$ cat src/rtl/pool_row_feeder.sv
// Raster-to-row-pair front end for the 2x2 max-pool stage: buffers even rows,
// streams aligned (even, odd) pixel pairs during odd rows and tracks pool results.
module pool_row_feeder #(
  parameter int BIT_WIDTH = 32,
  parameter int IN_WIDTH  = 28,
  parameter int IN_HEIGHT = 28,
  parameter int COL_BITS  = $clog2(IN_WIDTH),
  parameter int ROW_BITS  = $clog2(IN_HEIGHT)
) (
  input  logic                        clk,
  input  logic                        rst,
  input  logic                        in_valid,
  input  logic signed [BIT_WIDTH-1:0] in_data,
  output logic                        out_en,
  output logic signed [BIT_WIDTH-1:0] out_row1,
  output logic signed [BIT_WIDTH-1:0] out_row2,
  output logic                        pool_valid,
  output logic [COL_BITS-2:0]         pool_x,
  output logic [ROW_BITS-2:0]         pool_y,
  output logic                        frame_done
);

  if ((IN_WIDTH % 2) != 0 || (IN_HEIGHT % 2) != 0 || IN_WIDTH < 2 || IN_HEIGHT < 2) begin : g_bad_cfg
    $fatal(1, "pool_row_feeder: IN_WIDTH and IN_HEIGHT must be even and >= 2");
  end

  logic [COL_BITS-1:0]         col;
  logic [ROW_BITS-1:0]         row;
  logic signed [BIT_WIDTH-1:0] linebuf [IN_WIDTH];

  // Attributes of the pixel behind the current out_en cycle.
  logic                        odd_col_q;
  logic                        last_q;
  logic [COL_BITS-2:0]         px_q;
  logic [ROW_BITS-2:0]         py_q;

  logic col_last;
  logic row_last;

  always_comb begin
    col_last = (col == COL_BITS'(IN_WIDTH - 1));
    row_last = (row == ROW_BITS'(IN_HEIGHT - 1));
  end

  // Line buffer has no reset; even rows only write, odd rows only read.
  always_ff @(posedge clk) begin
    if (!rst && in_valid && !row[0]) begin
      linebuf[col] <= in_data;
    end
  end

  always_ff @(posedge clk) begin
    if (rst) begin
      col        <= '0;
      row        <= '0;
      out_en     <= 1'b0;
      out_row1   <= '0;
      out_row2   <= '0;
      pool_valid <= 1'b0;
      pool_x     <= '0;
      pool_y     <= '0;
      frame_done <= 1'b0;
      odd_col_q  <= 1'b0;
      last_q     <= 1'b0;
      px_q       <= '0;
      py_q       <= '0;
    end else begin
      out_en     <= 1'b0;
      // The pool latches the odd-column pair on this edge, so its result is complete next cycle.
      pool_valid <= out_en && odd_col_q;
      frame_done <= out_en && odd_col_q && last_q;
      if (out_en && odd_col_q) begin
        pool_x <= px_q;
        pool_y <= py_q;
      end

      if (in_valid) begin
        if (col_last) begin
          col <= '0;
          row <= row_last ? '0 : row + 1'b1;
        end else begin
          col <= col + 1'b1;
        end

        if (row[0]) begin
          out_en    <= 1'b1;
          out_row1  <= linebuf[col];
          out_row2  <= in_data;
          odd_col_q <= col[0];
          last_q    <= col_last && row_last;
          px_q      <= col[COL_BITS-1:1];
          py_q      <= row[ROW_BITS-1:1];
        end
      end
    end
  end

endmodule
$ cat config.mk
export PLATFORM = sky130hd
export DESIGN_NAME = pool_row_feeder
export DESIGN_NICKNAME = d
export VERILOG_FILES = /design/src/rtl/pool_row_feeder.sv
export SDC_FILE = /design/constraint.sdc
export NUM_CORES = 1
export LEC_CHECK = 0
export BUFFER_PORTS_ARGS = -buffer_cell sky130_fd_sc_hd__buf_2
export CAP_MARGIN = 20
export CORE_MARGIN = 2
export CORE_UTILIZATION = 45
export DETAILED_ROUTE_END_ITERATION = 8
export SLEW_MARGIN = 30
export SYNTH_ARGS = -nofsm -noshare
export SYNTH_HDL_FRONTEND = slang
export SYNTH_SLANG_ARGS = --single-unit
$ cat constraint.sdc
create_clock -name clk -period 6.4 [get_ports clk]
set_input_delay 0.64 -clock clk [delete_from_list [all_inputs] [get_ports clk]]
set_output_delay 0.64 -clock clk [all_outputs]
set_load 0.1 [all_outputs]
==> impl_metrics.json <==
{
  "status": "finished clean",
  "finClkSkew_ns": 0.0300,
  "relSlewSlack_pct": 33.3,
  "dr.pass1.iters": 5,
  "met2_usage_pct": 33.8,
  "ioPinCount": 110,
  "postRouteAntennaNets": 0,
  "peakVddDrop_mv": 0.205,
  "critical_path_arrival_ns": 3.71,
  "synth_largest_area_cell": "edfxtp_1",
  "yosys.area.top_type_share_pct": 71.0,
  "vias": 19846,
  "drt-initial-drc-count": 1856,
  "use_met1_pct": 32.5,
  "num_antenna_cells": 0,
  "async_reset_ff_share_pct": 0,
  "antenna_found_initial": 1,
  "die_x_um": 294,
  "setup_violations": 0,
  "cts_sinks": 991,
  "fill_cells": 6673,
  "drive_gt1_share_pct": 22.3,
  "critical_path_required_ns": 6.80,
  "root_buffer": "clkbuf_16",
  "worstReg2RegStart": "col[0]$_SDFFE_PP0P_",
  "worstSkewPairLatency_ns": 0.67,
  "gr-total-overflow": 0,
  "place.gp.congestion": 0.803,
  "start_util_pct": 45.4,
  "grt_max_degree": 138,
  "syn_nets": 2087,
  "postCtsSetupRepairBufs": 0,
  "syn_to_final_growth_pct": 14.6,
  "die_h_um": 294,
  "syn_inst": 2046,
  "r2r_slack_ns": 3.09,
  "nets": 2228,
  "finalCritPeriodShare_pct": 51.8,
  "htree_levels": 3,
  "holdPathEnd": "col[0]$_SDFFE_PP0P_",
  "cts_tree": "done",
  "fp-row-count": 106,
  "synthTopCellsByArea": "edfxtp_1, mux4_2, dfxtp_1",
  "drt-vias-per-instance": 5.91,
  "startpoint_type": "flip-flop",
  "dp_hpwl_mm": 58.5,
  "ys_types": 58,
  "yosysWarnings": 0,
  "ctsResizeCount": 0,
  "critPathMaxFanout": 51,
  "grt_pass1_wl_mm": 138,
  "grt_setup_unrepaired": "false",
  "io_buffers": 109,
  "leakagePower_uw": 0.0136,
  "netlist_area_um2": 37900,
  "worstHoldStart": "in_valid",
  "fin_setup_tns_ns": 0,
  "max_cap_violations": 0,
  "p_per_area_nw_per_um2": 315,
  "grt_pass1_vias": 19864,
  "clk_path_buf_depth": 3,
  "finalMaxSlewViolations": 0,
  "ys_ff_latch": 991,
  "fin_hold_ws_ns": 0.401,
  "period_minus_slack_ns": 3.31,
  "ys.flop_type": "edfxtp_1",
  "grt_usage_pct": 22.0,
  "grtUsageMet3_pct": 4.27,
  "drcViolationCount": 0,
  "core_area_um2": 83600,
  "fmax_ghz": 0.302,
  "synth_seq_area_share_pct": 76.0,
  "end_kind": "flip-flop",
  "avgRoutedWirePerCell_um": 28.4,
  "grt.busiest_layer": "met2",
  "ff2ff_path_depth": 6,
  "ctsHoldBuffers": 0,
  "whs_path_depth": 3,
  "tightest_slew_ns": 1.00,
  "dieArea_um2": 86600,
  "avgSynthCellArea_um2": 18.5,
  "clk_pin_slew_ns": 0.06,
  "hold_path.class": "input port to flip-flop",
  "rr_endpoint": "linebuf[2][16]$_DFFE_PP_",
  "critPathKind": "flip-flop to flip-flop",
  "finalWirelength_mm": 95.2,
  "synth_edf_count": 896,
  "numCtsBuffers": 102,
  "hold_viol": 0
}
-- area by class of cell --
class	instances	area, µm²	share of cell area [%]
clock buffer	139	2830	6.52
sequential	991	28800	66.3
clock inverter	54	571	1.31
tap	1080	1350	3.11
timing repair buffer	150	1340	3.08
multi-input combinational	940	8520	19.6
inverter	2	7.51	0.0173
-- cells in the final DEF, fill, tap and decap left out, types with 12 or more instances in the layout --
cell,count
a21oi_1,73
a22oi_1,57
a31oi_1,16
buf_16,22
buf_2,108
buf_4,15
clkbuf_1,24
clkbuf_16,103
clkbuf_8,12
clkinv_2,21
dfxtp_1,91
edfxtp_1,896
mux2_2,13
mux2i_1,163
mux4_2,137
nand2_1,149
nand3_1,22
nor2_1,82
nor2_4,24
nor2b_1,13
o211ai_1,14
o21ai_0,19
o22ai_1,36
-- synthesized netlist by cell type (9+ instances only) --
| master | count |
|---|---|
| a211oi_1 | 9 |
| nand2_1 | 149 |
| nor2_1 | 106 |
| a31oi_1 | 16 |
| o211ai_1 | 14 |
| clkbuf_1 | 24 |
| mux4_2 | 137 |
| mux2i_1 | 163 |
| a22oi_1 | 57 |
| nor2b_1 | 14 |
| o21ai_0 | 19 |
| dfxtp_1 | 95 |
| a21oi_1 | 73 |
| mux2_2 | 13 |
| o22ai_1 | 36 |
| buf_4 | 27 |
| edfxtp_1 | 896 |
| nand3_1 | 22 |
| buf_2 | 37 |
| o221ai_1 | 9 |
-- report_power, final --
group | internal (µW) | switching (µW)
registers | 7070 | 25.7
clock network | 3480 | 2470
logic | 229 | 397
-- cell families (layout without fill, tap and decap cells) --
kind of cell / after synthesis / count (layout) / share of synthesized area, %
xor gates and xnor gates: 6 / 6 / 0.139
and+or+nand+nor: 339 / 339 / 3.89
buffers and inverters: 115 / 345 / 2.09
DFF: 991 / 991 / 76.0
AOI/OAI and AO/OA: 272 / 272 / 4.75
adders and majority gates: 6 / 6 / 0.198
muxes: 317 / 317 / 12.9
-- metrics by stage --
stage	power, µW	utilization [%]	std cells	worst slack (ns)	instance area [µm²]
6_report	13700	52.0	3356	3.09	43400
3_3_place_gp	7850	47.1	3139	2.79	39400
2_1_floorplan	7640	-	2046	2.25	37900
4_1_cts	13800	52.0	3356	2.80	43400
5_1_grt	14100	52.0	3356	2.92	43400
3_5_place_dp	7870	47.9	3163	2.83	40000
-- how the worst max path moves through the flow --
stage,startpoint,endpoint,slack (ns),cells past startpoint
2_1_floorplan,in_valid,linebuf[16][0]$_DFFE_PP_,2.25,4
3_3_place_gp,rst,linebuf[22][16]$_DFFE_PP_,2.79,4
3_5_place_dp,col[0]$_SDFFE_PP0P_,linebuf[2][30]$_DFFE_PP_,2.83,6
4_1_cts,col[0]$_SDFFE_PP0P_,linebuf[2][19]$_DFFE_PP_,2.80,6
5_1_grt,col[0]$_SDFFE_PP0P_,linebuf[6][12]$_DFFE_PP_,2.92,6
6_report,col[0]$_SDFFE_PP0P_,linebuf[2][16]$_DFFE_PP_,3.09,6
-- critical path, cell delays in order, from the launching register on --
cell	delay [ns]
dfxtp_4	0.69
buf_6	0.60
inv_2	0.27
ha_1	0.29
nand2_1	0.56
nor2_4	0.29
buf_16	0.25
-- state kept, by name (all words and copies together), names as in the netlist, 4 cells and up --
signal	count
row	5
px_q	4
out_row2	32
out_row1	32
linebuf	896
pool_y	4
col	5
py_q	4
pool_x	4
-- metal layers --
layer  up-vias  part of all wire (%)
li1       8481                     -
met1     10464                    43
met2       771                    47
met3       130                   8.1
met4         0                   2.0
met5         -                     0
(Power assumes the default switching activity.)
